`config.mk`:
```
export PLATFORM = sky130hd
export DESIGN_NAME = fpu_requester
export DESIGN_NICKNAME = d
export VERILOG_FILES = /design/src/rtl/fpu_requester.sv
export SDC_FILE = /design/constraint.sdc
export NUM_CORES = 1
export LEC_CHECK = 0
export ABC_AREA = 1
export CORE_MARGIN = 10
export CORE_UTILIZATION = 43
export CTS_BUF_LIST = sky130_fd_sc_hd__clkbuf_4
export DETAILED_ROUTE_END_ITERATION = 10
export PLACE_DENSITY = 0.83
export SLEW_MARGIN = 20
export SYNTH_ARGS = -nofsm -noshare
export SYNTH_HDL_FRONTEND = slang
export SYNTH_SLANG_ARGS = --single-unit
export TNS_END_PERCENT = 100
```
`constraint.sdc`:
```
create_clock -name clk -period 1.9 [get_ports clk]
set_input_delay 0.57 -clock clk [delete_from_list [all_inputs] [get_ports clk]]
set_output_delay 0.57 -clock clk [all_outputs]
set_load 0.01 [all_outputs]
```
`src/rtl/fpu_requester.sv`:
```
// Issue-side FPU controller: accepts one FP request at a time, drives the
// FPU ctl/x1/x2/en handshake, waits for the single-cycle ready pulse and
// presents a one-cycle tagged register writeback.
// Optional watchdog on a missing ready: define FPU_REQ_WATCHDOG_EN.
module fpu_requester #(
  parameter int unsigned TIMEOUT = 12  // cycles in WAIT before error writeback (8..31)
) (
  input  logic        clk,
  input  logic        rstn,
  input  logic        req_valid,
  output logic        req_ready,
  input  logic [4:0]  req_ctl,
  input  logic [31:0] req_x1,
  input  logic [31:0] req_x2,
  input  logic [5:0]  req_rd,
  output logic [4:0]  fpu_ctl,
  output logic [31:0] fpu_x1,
  output logic [31:0] fpu_x2,
  output logic        fpu_en,
  input  logic        fpu_ready,
  input  logic [31:0] fpu_y,
  output logic        wb_valid,
  output logic [5:0]  wb_rd,
  output logic [31:0] wb_data,
  output logic        wb_int,
  output logic        wb_err
);

  typedef enum logic [1:0] {StIdle, StIssue, StWait, StDone} state_e;

  localparam logic [4:0] MaxCtl = 5'd18;

  state_e      state_q, state_d;
  logic [4:0]  ctl_q;
  logic [31:0] x1_q, x2_q;
  logic [5:0]  rd_q;
  logic [31:0] data_q;
  logic        err_q;
  logic        accept;
  logic        illegal;
  logic        timeout;
  logic        ctl_is_int;

  assign accept  = (state_q == StIdle) && req_valid;
  assign illegal = req_ctl > MaxCtl;

`ifdef FPU_REQ_WATCHDOG_EN
  localparam logic [4:0] TimeoutLast = 5'(TIMEOUT - 1);

  logic [4:0] cnt_q;

  // Watchdog: cleared on issue, counts every WAIT cycle without ready.
  always_ff @(posedge clk or negedge rstn) begin
    if (!rstn) begin
      cnt_q <= 5'd0;
    end else if (state_q == StIssue) begin
      cnt_q <= 5'd0;
    end else if (state_q == StWait) begin
      cnt_q <= cnt_q + 5'd1;
    end
  end

  // Ready in the last WAIT cycle takes priority over the timeout.
  assign timeout = (state_q == StWait) && !fpu_ready && (cnt_q == TimeoutLast);
`else
  assign timeout = 1'b0;
`endif

  // State register.
  always_ff @(posedge clk or negedge rstn) begin
    if (!rstn) begin
      state_q <= StIdle;
    end else begin
      state_q <= state_d;
    end
  end

  // Next-state logic.
  always_comb begin
    state_d = state_q;
    unique case (state_q)
      StIdle: begin
        if (req_valid) begin
          state_d = illegal ? StDone : StIssue;
        end
      end
      StIssue: state_d = StWait;
      StWait: begin
        if (fpu_ready || timeout) begin
          state_d = StDone;
        end
      end
      StDone:  state_d = StIdle;
      default: state_d = StIdle;
    endcase
  end

  // Request latch: operands and opcode held stable for the whole operation.
  always_ff @(posedge clk or negedge rstn) begin
    if (!rstn) begin
      ctl_q <= 5'd0;
      x1_q  <= 32'd0;
      x2_q  <= 32'd0;
      rd_q  <= 6'd0;
    end else if (accept) begin
      ctl_q <= req_ctl;
      x1_q  <= req_x1;
      x2_q  <= req_x2;
      rd_q  <= req_rd;
    end
  end

  // Result register: zeroed on accept, loaded from the FPU on ready.
  always_ff @(posedge clk or negedge rstn) begin
    if (!rstn) begin
      data_q <= 32'd0;
      err_q  <= 1'b0;
    end else if (accept) begin
      data_q <= 32'd0;
      err_q  <= illegal;
    end else if ((state_q == StWait) && fpu_ready) begin
      data_q <= fpu_y;
      err_q  <= 1'b0;
    end else if (timeout) begin
      data_q <= 32'd0;
      err_q  <= 1'b1;
    end
  end

  // Ops that write the integer file: compares, classify and int conversions/moves.
  always_comb begin
    ctl_is_int = 1'b0;
    case (ctl_q)
      5'd9, 5'd10, 5'd13, 5'd14, 5'd15, 5'd16: ctl_is_int = 1'b1;
      default:                                 ctl_is_int = 1'b0;
    endcase
  end

  // Outputs; writeback fields are only non-zero while the strobe is up.
  always_comb begin
    req_ready = (state_q == StIdle);
    fpu_en    = (state_q == StIssue);
    fpu_ctl   = ctl_q;
    fpu_x1    = x1_q;
    fpu_x2    = x2_q;
    wb_valid  = (state_q == StDone);
    wb_rd     = wb_valid ? rd_q : 6'd0;
    wb_data   = wb_valid ? data_q : 32'd0;
    wb_int    = wb_valid && ctl_is_int;
    wb_err    = wb_valid && err_q;
  end

endmodule

```
# Yosys cells after proc, flatten, opt, wreduce, memory -nomap -nowiden
# Cells that the tools add are included.
[classes]
n_addsub = 0
multipliers = 0
div = 0
magnitude_cmp = 1
n_eq_ne = 11
shifts = 0
muxes = 11
bitwise_logic = 0
reduce_logical = 8
[ops]
columns = ["op", "count"]
rows = [
  ["$mux W32", 3],
  ["$eq A5 B4 Y1 const B", 5],
  ["$pmux W2 S4", 1],
  ["$mux W2", 3],
  ["$mux W6", 1],
  ["$reduce_or A6 Y1", 1],
  ["$eq A5 B5 Y1 const B", 1],
  ["$gt A5 B5 Y1 const B", 1],
  ["$eq A2 B2 Y1 const B", 2],
  ["$logic_and A1 B1 Y1", 4],
  ["$ne A2 B2 Y1 const B", 2],
  ["$mux W1", 3],
  ["$eq A2 B1 Y1 const B", 1],
  ["$logic_not A2 Y1", 1],
  ["$reduce_and A2 Y1", 1],
  ["$reduce_bool A2 Y1", 1],
]
[totals]
register_bits = 110
latch_bits = 0
mem_bits_rw = 0
rom_bits = 0
wordCells = 38
n_memories = 0

# Depth between registers and ports, before layout
# Gate-level depths: netlist of the first run.
[depth]
depth_word = 4
depth_mapped = 8
mapped_depth_nobuf = 6

# Worst setup path after synthesis of the first run
# No wires, ideal clock.
[synth_timing]
path_type = "reg2out"
start = "reg state_q[0]"
end = "out wb_int"
t_arrival_ps = 1085
required_time_ps = 1330
setup_slack_ps = 245
stages_incl_launch_ff = 5
n_path_buf = 1
path_cell_list = "dfrtp_1 > ha_1 > buf_2 > nand3_1 > nor2_1"
[synth_via]
elab_chain_len = 2
[synth_rtl]
columns = ["item", "line_no", "rtl"]
rows = [
  ["start: declaration", "33", "state_e state_q, state_d;"],
  ["start signal: assignment", "72", "state_q <= StIdle;"],
  ["start signal: assignment", "74", "state_q <= state_d;"],
  ["$eq A2 B2 Y1", "146", "wb_valid = (state_q == StDone);"],
  ["named net wb_valid", "22", "output logic wb_valid,"],
  ["$logic_and A1 B1 Y1", "149", "wb_int = wb_valid && ctl_is_int;"],
  ["end: declaration", "25", "output logic wb_int,"],
]
# The timed path passes the listed nets, and every way through them passes these cells.

# Worst setup path after layout of the first run
[layout_timing]
start = "reg state_q[0]"
end = "out wb_data[27]"
[layout_via]
elab_chain_len = 2
[layout_rtl]
columns = ["item", "line_no", "rtl"]
rows = [
  ["$eq A2 B2 Y1", "146", ""],
  ["$mux W32", "148", "wb_data = wb_valid ? data_q : 32'd0;"],
  ["end: declaration", "24", "output logic [31:0] wb_data,"],
]
# No other way between the ends.

==> metrics, run 1 <==
outcome finished with violations; violated checks negative setup slack; Post-Syn Instances a little under 600; global router's overall resource usage a little under a fifth; Worst Setup End Kind output pin; WL per Instance 16.5 µm; unrepaired setup endpoints after global routing true; Core Footprint 10,800 µm²; CTS root buf sky130_fd_sc_hd__clkbuf_4; path type of the worst setup path register to output pin; number of antenna-violating nets in the routed design 0; starting density of the core between 40% and 50%; initial antenna violation count 1; vias in the first global route between 4k and 5k; fin crit period approximately 2.2 ns; Async SR Flop Fraction 100%; violation count after the first detailed-route iteration approximately 380; Synth area leaders sky130_fd_sc_hd__dfrtp_1 58%, sky130_fd_sc_hd__nand2_1 23%, sky130_fd_sc_hd__nand3_1 7.1%; Tcrit/Tclk final 115%; launching element type of the critical path register; cts hold-fix bufs 0; number of distinct library cell variants in the gate-level netlist after synthesis 16; share of layout cells above drive strength 1 ~16%; Post-Route WL between 15,000 and 20,000 µm; total via count after detailed routing 4,586; overflow left after global routing 0; Gate power share between 50% and 60%; Post-Syn Nets between 600 and 700; Ys Warns 0; clock skew 0.0181 ns; via/cell ratio 4.81; Filler Cell Count approximately 820; Seq/Total Area, Yosys between 50% and 60%; wire length of the first global-routing pass between 20,000 and 25,000 µm; number of detailed-routing iterations run before antenna repair 5; most frequent cell after synthesis sky130_fd_sc_hd__nand2_1; IO Pins around 220; Tightest Hold Check Type input port to async pin; Data required, critical path roughly 1.3 ns; detailed-route DRC error count 0; list of most frequent post-synthesis cells 298 x sky130_fd_sc_hd__nand2_1, 110 x sky130_fd_sc_hd__dfrtp_1, 68 x sky130_fd_sc_hd__nand3_1; Max clock buf depth 2; switching part of the total power approximately two fifths; Critical Path Fanout Max 4; pin count of the biggest net entering global routing 52; # port buffers roughly 220; Clock Latency Late Sink around 0.43 ns; worst slew pin tran 0.442 ns; Final nets 924; Data arrival, critical path approximately 1.6 ns; number of buffers inserted during clock tree synthesis 9; Power Dens Cells between 1000 and 1500 nW/µm²; post-synth top area cell sky130_fd_sc_hd__dfrtp_1; internal power between 6 and 7 mW; Die Outline Area ~16,000 µm²; final setup margin -0.279 ns; Clk pwr share 10.6%; sum of negative setup slack -8.02 ns; portion of synthesized cell area occupied by the leading cell type 57.7%; max-slew violation total from the final report 0; total leakage power between 4 and 5 nW; Hold Fails Final Rpt 0; maximum clock frequency ~460 MHz; # H-tree levels 3; Multi-input gate area 1740 µm²; count of standard-cell rows 38; maximum resistive drop on vdd between 0.7 and 0.8 mV; placed wire-length estimate after detailed placement 11,600 µm; Die Span Y 125 µm; worst-case setup slack after placement -0.136 ns; mean instance size in the synthesized netlist between 8 and 9 µm²; Layout area overhead 57.5%; final count of negative-setup-slack endpoints 43; max cap viols 0; net switching power figure 4.38 mW; floorplan die width around 130 µm; TritonCTS sink count 110; worst relative slew slack 70.5%; Post-synth top flop sky130_fd_sc_hd__dfrtp_1; total area of sequential cells between 2000 and 3000 µm²; mapped cell area 4770 µm²; CTS clk-pin slew, worst paths ~0.15 ns; CTS tree done; number of enable flip-flop cells after synthesis 0; RD Place Congestion 0.842; post-synthesis sequential element count 110; proportion of power drawn by flip-flops and latches between 30% and 40%
kinds of logic after synthesis:
kind of cell / after synthesis / share of synthesized area, %
flops: 110 / 57.7
simple gates: 374 / 31.4
compound gates: 9 / 0.970
buf+inv: 83 / 8.65
fa+ha+maj: 5 / 1.31
flip-flops by register name, summed over array words and instances, names as in the netlist:
register	flops
fpu_ctl	5
err_q	1
state_q	2
rd_q	6
fpu_x1	32
data_q	32
fpu_x2	32
area by class of cell:
type,instances,area share [%]
clock inverters,4,0.633
diodes,1,0.0333
repair buffers,249,33.4
flip-flops and latches,110,36.6
well taps,140,2.33
inverters,50,2.63
multi-input cells,388,23.1
clock buffers,12,1.20
stage by stage:
step	hold WS, ns	area (µm²)	utilization, %	total power, mW	cells
CTS	0.0586	7220	66.6	10.5	950
detailed placement	0.464	7200	66.4	9.71	930
floorplan	0.274	4770	-	6.64	581
global route	0.0630	7510	69.3	11.8	954
finish	0.0824	7510	69.3	10.9	954
global placement	0.460	7200	66.4	9.50	930
timing repair:
action / in CTS / in global routing
setup endpoints to repair: 112 / 44
pin swaps: 2 / 2
cloned: 2 / 2
buffers inserted: 2 / 1
resized for setup: 261 / 70
worst paths after layout:
kind / start / endpoint / slack (ns) / cells past startpoint
setup / recovery: state_q[0] / wb_data[27] / -0.28 / 6
hold / removal: rstn / err_q / 0.08 / 2
setup reg to reg: state_q[0] / fpu_x1[14] / 0.11 / 11
hold reg to reg: fpu_x2[29] / fpu_x2[29] / 0.49 / 2
max in group asynchronous: rstn / fpu_x2[6] / 1.38 / 2
min in group clk: fpu_x2[29] / fpu_x2[29] / 0.49 / 2
placed cells by master, fill, tap and decap left out:
cell type,instances
sky130_fd_sc_hd__buf_2,14
sky130_fd_sc_hd__clkbuf_4,12
sky130_fd_sc_hd__clkinv_4,1
sky130_fd_sc_hd__clkinv_1,1
sky130_fd_sc_hd__clkbuf_16,2
sky130_fd_sc_hd__nand2_1,281
sky130_fd_sc_hd__nand3_1,68
sky130_fd_sc_hd__buf_12,8
sky130_fd_sc_hd__clkdlybuf4s50_1,109
sky130_fd_sc_hd__clkdlybuf4s15_1,1
sky130_fd_sc_hd__inv_4,2
sky130_fd_sc_hd__inv_1,29
sky130_fd_sc_hd__dfrtp_1,110
sky130_fd_sc_hd__clkinv_2,1
sky130_fd_sc_hd__buf_16,3
sky130_fd_sc_hd__o21ai_0,2
sky130_fd_sc_hd__nand2_4,8
sky130_fd_sc_hd__buf_4,12
sky130_fd_sc_hd__buf_6,32
sky130_fd_sc_hd__ha_4,3
sky130_fd_sc_hd__a21oi_1,2
sky130_fd_sc_hd__nand2_8,1
sky130_fd_sc_hd__inv_2,18
sky130_fd_sc_hd__nand2_2,11
sky130_fd_sc_hd__nor2_1,5
sky130_fd_sc_hd__bufinv_16,1
sky130_fd_sc_hd__dlygate4sd2_1,68
sky130_fd_sc_hd__inv_6,1
sky130_fd_sc_hd__ha_1,2
sky130_fd_sc_hd__o21ai_1,4
sky130_fd_sc_hd__a31oi_1,1
sky130_fd_sc_hd__diode_2,1
power by group through the flow:
| stage | clock (mW) | combinational [mW] | sequential, mW |
|---|---|---|---|
| floorplan | 0 | 2.33 | 4.31 |
| global placement | 0 | 5.48 | 4.02 |
| detailed placement | 0 | 5.65 | 4.06 |
| CTS | 1.20 | 5.32 | 4.00 |
| global route | 1.31 | 6.27 | 4.19 |
| finish | 1.16 | 5.71 | 4.06 |
routing by layer:
metal / vias up / GRT usage [%] / routed length [µm]
li1: 2212 / - / -
met1: 2145 / 23.2 / 6310
met2: 206 / 31.1 / 7580
met3: 23 / 7.77 / 1550
met4: 0 / 4.95 / 275
met5: - / 0 / 0
critical path, stage by stage, from the launching register on:
cell	delay, ns
sky130_fd_sc_hd__dfrtp_1	0.45
sky130_fd_sc_hd__ha_4	0.20
sky130_fd_sc_hd__buf_12	0.14
sky130_fd_sc_hd__clkbuf_16	0.16
sky130_fd_sc_hd__nand2_2	0.06
sky130_fd_sc_hd__inv_2	0.04
sky130_fd_sc_hd__buf_6	0.11
No activity file was read; power rests on OpenSTA's default activity.
==> run 2: changes to the inputs <==
- CTS_CLUSTER_SIZE: not set -> 20
==> results of run 2 <==
No change in the layout: final DEF, timing and power equal those of run 1.
